<file path="config.mk">
export PLATFORM = sky130hd
export DESIGN_NAME = au_mul_seq
export DESIGN_NICKNAME = d
export VERILOG_FILES = /design/src/rtl/au_mul_seq.sv
export SDC_FILE = /design/constraint.sdc
export NUM_CORES = 1
export LEC_CHECK = 0
export CORE_UTILIZATION = 30
export CTS_CLUSTER_DIAMETER = 150
export DETAILED_ROUTE_END_ITERATION = 8
export HOLD_SLACK_MARGIN = 0.1
export PLACE_DENSITY = 0.65
export SLEW_MARGIN = 20
export SYNTH_ARGS = -nofsm -noshare
export SYNTH_HDL_FRONTEND = slang
export SYNTH_SLANG_ARGS = --single-unit
</file>
<file path="constraint.sdc">
create_clock -name clk -period 6.35 [get_ports clk]
set_clock_uncertainty 0.05 [all_clocks]
set_input_delay 1.27 -clock clk [delete_from_list [all_inputs] [get_ports clk]]
set_output_delay 1.27 -clock clk [all_outputs]
set_load 0.02 [all_outputs]
</file>
<file path="src/rtl/au_mul_seq.sv">
// Sequential shift-add multiplier that borrows the external 16-bit AU adder, one add per cycle.
// Optional macro AU_MUL_SEQ_EARLY_TERM_EN ends the run as soon as the remaining multiplier is zero.
module au_mul_seq #(
  parameter int WIDTH = 16,
  parameter int CNT_W = 5
) (
  input  logic             clk,
  input  logic             rst,
  input  logic             start,
  input  logic [WIDTH-1:0] op_a,
  input  logic [WIDTH-1:0] op_b,
  output logic             busy,
  output logic             done,
  output logic [WIDTH-1:0] result,
  output logic             zero,
  output logic [WIDTH-1:0] au_a,
  output logic [WIDTH-1:0] au_b,
  output logic [1:0]       au_sel,
  input  logic [WIDTH-1:0] au_x,
  input  logic             au_z
);

  typedef enum logic [1:0] {IDLE, RUN, DONE} state_t;

  localparam logic [CNT_W-1:0] LAST = CNT_W'(WIDTH - 1);

  state_t           state, next_state;
  logic [WIDTH-1:0] acc, mcand, mplier;
  logic [CNT_W-1:0] cnt;
  logic             early_stop;

  // With no multiplier bits left the accumulator already holds the final product.
`ifdef AU_MUL_SEQ_EARLY_TERM_EN
  assign early_stop = (state == RUN) && (mplier == '0);
`else
  assign early_stop = 1'b0;
`endif

  assign busy = (state == RUN);
  assign done = (state == DONE);

  always_ff @(posedge clk or posedge rst) begin
    if (rst) state <= IDLE;
    else     state <= next_state;
  end

  always_comb begin
    next_state = state;
    au_a       = '0;
    au_b       = '0;
    au_sel     = 2'b00;
    case (state)
      IDLE: if (start) next_state = RUN;
      RUN: begin
        if (early_stop) begin
          next_state = DONE;
        end else begin
          au_a = acc;
          au_b = mplier[0] ? mcand : '0;
          if (cnt == LAST) next_state = DONE;
        end
      end
      DONE:    next_state = IDLE;
      default: next_state = IDLE;
    endcase
  end

  // The AU sum becomes the new partial product; result/zero only move on the final RUN edge.
  always_ff @(posedge clk or posedge rst) begin
    if (rst) begin
      acc    <= '0;
      mcand  <= '0;
      mplier <= '0;
      cnt    <= '0;
      result <= '0;
      zero   <= 1'b0;
    end else begin
      case (state)
        IDLE: begin
          if (start) begin
            mcand  <= op_a;
            mplier <= op_b;
            acc    <= '0;
            cnt    <= '0;
          end
        end
        RUN: begin
          if (early_stop) begin
            result <= acc;
            zero   <= (acc == '0);
          end else begin
            acc    <= au_x;
            mcand  <= mcand << 1;
            mplier <= mplier >> 1;
            cnt    <= cnt + 1'b1;
            if (cnt == LAST) begin
              result <= au_x;
              zero   <= au_z;
            end
          end
        end
        default: ;
      endcase
    end
  end

endmodule

</file>
==> flow_summary.json, run 1 <==
{
  "viasPerCell": 4.66,
  "ys_seq_area_share_pct": 55.8,
  "startpoint_type": "register",
  "dr.pass1.iters": 4,
  "critPathSlowestCell": "clkdlybuf4s50_1",
  "dp_hpwl_mm": 4.87,
  "r2r_slack_ps": 4320,
  "postCtsSetupBuffers": 0,
  "drtIter0Drc": 61,
  "post-route-drc-count": 0,
  "overflow": 0,
  "drive_gt1_share_pct": 10.8,
  "dieArea_sq_um": 11200,
  "synth_seq_cells": 72,
  "finalPower_mw": 2.13,
  "clock_path_buffers": 2,
  "netlist_instances": 318,
  "holdWs_ps": 422,
  "synth_ff_type": "dfrtp_1",
  "r2r_start": "state[1]$_DFFE_PP0P_",
  "peakVddDrop_v": 0.000252,
  "cts_inserted_buffers": 9,
  "critPathKind": "reg2out",
  "worstPathArrival_ps": 2710,
  "fin_crit_sh_pct": 63.4,
  "drv_slew": 0,
  "status": "completed",
  "relSlewSlack_pct": 39.5,
  "final.min_clock_period_ps": 4030,
  "rsz0062_at_grt": "no",
  "hold_depth": 1,
  "clockRootBuffer": "clkbuf_8",
  "async_flop_share_pct": 100,
  "area_growth_pct": 40.7,
  "die_h_um": 106,
  "hold_viol": 0,
  "synth.avg_cell_area_sq_um": 10.2,
  "tritoncts": "built",
  "grt_max_degree": 73,
  "crit_chain": "nand2b_1 -> clkinv_2 -> buf_4 -> and3_1 -> clkdlybuf4s50_1",
  "synth_common_cells": "nand2_1, dfrtp_1, a22oi_1, nand3_1, and3_1",
  "multi_input_area_sq_um": 1290,
  "diodes": 0,
  "grt_pass1_wl_mm": 12.7,
  "clkTransAtPathRegs_ps": 90,
  "setup_viol": 0,
  "ant_nets": 0,
  "routedWlPerCell_um": 13.9,
  "yosysMostFrequentCell": "nand2_1",
  "seq_area_sq_um": 1800,
  "yosys_warnings": 0,
  "vias": 2581,
  "syn_area_sq_um": 3230,
  "netlist_top_cells_area": "dfrtp_1, nand2_1, a22oi_1",
  "critPathRequiredTime_ps": 5030,
  "synth_enable_flop_cells": 0,
  "antenna_found_initial": 0,
  "num_rows": 37,
  "grt_use_total_pct": 14.5,
  "hold_start": "cnt[3]$_DFFE_PP0P_",
  "yosysTopAreaCellShare_pct": 55.8,
  "insertion_delay_ps": 360,
  "io-pin-count": 105,
  "worstHoldEndpoint": "cnt[3]$_DFFE_PP0P_",
  "dieWidth_um": 106,
  "synth.distinct_cells": 30,
  "port_buffers": 102,
  "worst_pin_slew_ps": 908,
  "cp-end-kind": "primary output",
  "cts_hold_buf": 0,
  "synth_largest_area_cell": "dfrtp_1",
  "cts.sinks": 72,
  "cts_max_level": 3,
  "p_per_area_nw_per_um2": 469,
  "clock.fmax_ghz": 0.248,
  "hold_path.class": "reg2reg",
  "setup_tns_ps": 0,
  "start_util_pct": 31.2,
  "p_leak_nw": 2.15,
  "place_congestion": 0.739,
  "grt_pass1_vias": 2655,
  "fin_nets": 467,
  "fill_cells": 996,
  "reg2reg_to": "mplier[9]$_DFFE_PP0P_",
  "critical_path.max_stage_delay_ps": 600,
  "cts_resized": 0,
  "wl_mm": 7.68,
  "max-cap-violations": 0,
  "r2r_cells": 5,
  "core_sq_um": 10400,
  "cp_max_fo": 43
}
## per-layer routing
layer	vias to the layer above	part of all wire [%]	track usage (%)
met1	1247	47	18.6
met5	-	0	0
met3	10	5.5	4.39
li1	1252	-	-
met4	0	1.3	4.46
met2	72	46	23.4
## worst max-delay path by stage
stage	cells after the start	to	startpoint	slack, ps
2_1_floorplan	1	acc[0]$_DFFE_PP0P_	rst	3210
3_3_place_gp	5	au_b[12]	state[1]$_DFFE_PP0P_	2750
3_5_place_dp	5	au_b[9]	state[1]$_DFFE_PP0P_	2700
4_1_cts	5	au_b[9]	state[1]$_DFFE_PP0P_	2290
5_1_grt	5	au_b[1]	state[1]$_DFFE_PP0P_	2150
6_report	5	au_b[15]	state[1]$_DFFE_PP0P_	2320
## cell usage in the layout (no fill, tap or decap), types with 3 or more instances in the layout
master / n
buf_4: 5
and3_1: 17
mux2_2: 8
o21ai_0: 4
a22oi_1: 29
clkbuf_8: 9
nand3_1: 20
clkinv_2: 3
clkdlybuf4s50_1: 102
dfrtp_1: 72
nand2_1: 98
and2_1: 16
mux2_4: 9
inv_6: 3
## kinds of logic (layout without fill, tap and decap cells)
group,after synthesis,after routing,share of synthesized area [%]
and+or+nand+nor,159,159,23.0
muxes,18,18,7.28
AOI/OAI and AO/OA,38,38,8.52
adders and majority gates,2,2,0.774
DFF,72,72,55.8
other,1,2,0.116
buffers and inverters,28,127,4.53
## worst max-delay path, delay by kind of cell (launching register included)
family,cells,cell delay (ps)
buffers and inverters,3,1460
DFF,1,440
and+or+nand+nor,2,420
## layout make-up
class / count / area share (%)
tap: 136 / 3.74
clock inverter: 7 / 1.71
sequential: 72 / 39.6
clock buffer: 9 / 2.73
timing repair buffer: 107 / 23.3
inverter: 4 / 0.385
multi-input combinational: 219 / 28.5
## flip-flops by register name (all words and copies together), names as in the netlist
name	flops
acc	16
mcand	16
mplier	16
result	16
cnt	5
state	2
zero	1
## per-stage QoR
stage | setup WS (ps) | cells | instance area, sq um | util (%)
after floorplan | 3210 | 319 | 3230 | -
after global placement | 2750 | 538 | 4340 | 41.9
after detailed placement | 2700 | 538 | 4340 | 41.9
after CTS | 2290 | 554 | 4540 | 43.8
after global routing | 2150 | 554 | 4540 | 43.8
final | 2320 | 554 | 4540 | 43.8
## power breakdown
| part | total, mW | switching [mW] | internal (mW) |
|---|---|---|---|
| combinational | 0.962 | 0.492 | 0.470 |
| sequential | 0.790 | 0.129 | 0.661 |
| clock | 0.379 | 0.193 | 0.186 |
| total | 2.13 | 0.815 | 1.32 |
(Power assumes the default switching activity.)
==> run 2, diff against run 1 <==
PLACE_DENSITY = 0.67   (was 0.65)
clock period = 3.5 ns   (was 6.35 ns; I/O delays follow)
==> flow_summary.json, run 2 (same netlist as run 1, synthesis figures left out) <==
{
  "status": "completed",
  "place_congestion": 0.778,
  "cts_hold_buf": 0,
  "clkTransAtPathRegs_ps": 80,
  "insertion_delay_ps": 330,
  "clockRootBuffer": "clkbuf_8",
  "crit_start": "state[1]$_DFFE_PP0P_",
  "cp-end-kind": "primary output",
  "postCtsSetupBuffers": 0,
  "grt_pass1_vias": 2629,
  "hold_depth": 2,
  "drtIter0Drc": 90,
  "setup_viol": 0,
  "dieWidth_um": 106,
  "clock_path_buffers": 2,
  "diodes": 0,
  "grt_pass1_wl_mm": 12.8,
  "tritoncts": "built",
  "cp_max_fo": 44,
  "post-route-drc-count": 0,
  "cts_resized": 0,
  "r2r_cells": 5,
  "multi_input_area_sq_um": 1290,
  "instances_no_fill": 556,
  "io-pin-count": 105,
  "drv_slew": 0,
  "relSlewSlack_pct": 41.5,
  "grt_use_total_pct": 14.5,
  "vias": 2592,
  "ant_nets": 0,
  "final_common_cell": "clkdlybuf4s50_1",
  "critPathRequiredTime_ps": 2750,
  "num_rows": 37,
  "routedWlPerCell_um": 13.9,
  "hold_path.class": "reg2reg",
  "fin_nets": 469,
  "area_growth_pct": 42.4,
  "grt_max_degree": 52,
  "dieArea_sq_um": 11200,
  "cts.sinks": 72,
  "rsz0062_at_grt": "no",
  "antenna_found_initial": 0,
  "hold_start": "mplier[4]$_DFFE_PP0P_",
  "fill_cells": 1025,
  "dr.pass1.iters": 4,
  "peakVddDrop_v": 0.000466,
  "cts_max_level": 3,
  "worstPathArrival_ps": 2280,
  "worst_pin_slew_ps": 877,
  "start_util_pct": 31.2,
  "clock.fmax_ghz": 0.330,
  "cts_inserted_buffers": 9,
  "r2r_start": "state[1]$_DFFE_PP0P_",
  "drive_gt1_share_pct": 11.0,
  "final.min_clock_period_ps": 3030,
  "p_per_area_nw_per_um2": 860,
  "setup_tns_ps": 0,
  "critPathKind": "reg2out",
  "seq_area_sq_um": 1800,
  "max-cap-violations": 0,
  "hold_viol": 0,
  "dp_hpwl_mm": 5.11,
  "viasPerCell": 4.66,
  "core_sq_um": 10400,
  "dp.cells": 540,
  "layout_common_cells": "clkdlybuf4s50_1, nand2_1, dfrtp_1, a22oi_1, nand3_1",
  "wl_mm": 7.71,
  "port_buffers": 102,
  "overflow": 0,
  "p_leak_nw": 2.18,
  "startpoint_type": "register",
  "fin_crit_sh_pct": 86.5,
  "die_h_um": 106
}
run 2: path summary, 6_finish.rpt:
kind,to,slack [ps]
min in group asynchronous,result[0]$_DFFE_PP0P_,800
setup reg to reg,result[10]$_DFFE_PP0P_,1550
setup / recovery,au_b[12],470
hold / removal,mplier[4]$_DFFE_PP0P_,430
hold reg to reg,mplier[4]$_DFFE_PP0P_,430
max in group asynchronous,mcand[6]$_DFFE_PP0P_,1910
run 2: layout make-up:
class                      instances  share of cell area (%)
sequential                        72                    39.2
clock buffer                      12                    3.37
timing repair buffer             109                    23.6
multi-input combinational        219                    28.1
clock inverter                     4                    1.66
tap                              136                    3.70
inverter                           4                   0.381
run 2: worst max-delay path: stages (launching register included):
cell and delay (ps):
dfrtp_1 440, nand2b_1 200, clkinv_2 240, buf_12 240, and3_1 190, clkdlybuf4s50_1 620
run 2: per-stage QoR:
stage          power, mW  area, sq um  hold slack [ps]  setup slack [ps]  utilization [%]
3_3_place_gp        3.19         4370              405               913             42.1
3_5_place_dp        3.23         4370              413               822             42.1
2_1_floorplan       2.49         3230              387               925                -
5_1_grt             4.23         4600              457               354             44.4
6_report            3.96         4600              432               472             44.4
4_1_cts             4.01         4600              432               450             44.4
run 2: per-layer routing:
| layer | share of wire (%) | wire length [um] | vias up | global-route usage, % |
|---|---|---|---|---|
| li1 | - | - | 1257 | - |
| met1 | 47 | 3660 | 1243 | 18.9 |
| met2 | 46 | 3560 | 83 | 23.5 |
| met3 | 5.4 | 413 | 9 | 3.71 |
| met4 | 0.97 | 75 | 0 | 5.06 |
| met5 | 0 | 0 | - | 0 |
run 2: power breakdown:
| part | internal, mW | leakage (nW) | switching (mW) |
|---|---|---|---|
| clock | 0.442 | 0.113 | 0.306 |
| combinational | 0.871 | 1.17 | 0.906 |
| sequential | 1.20 | 0.890 | 0.232 |
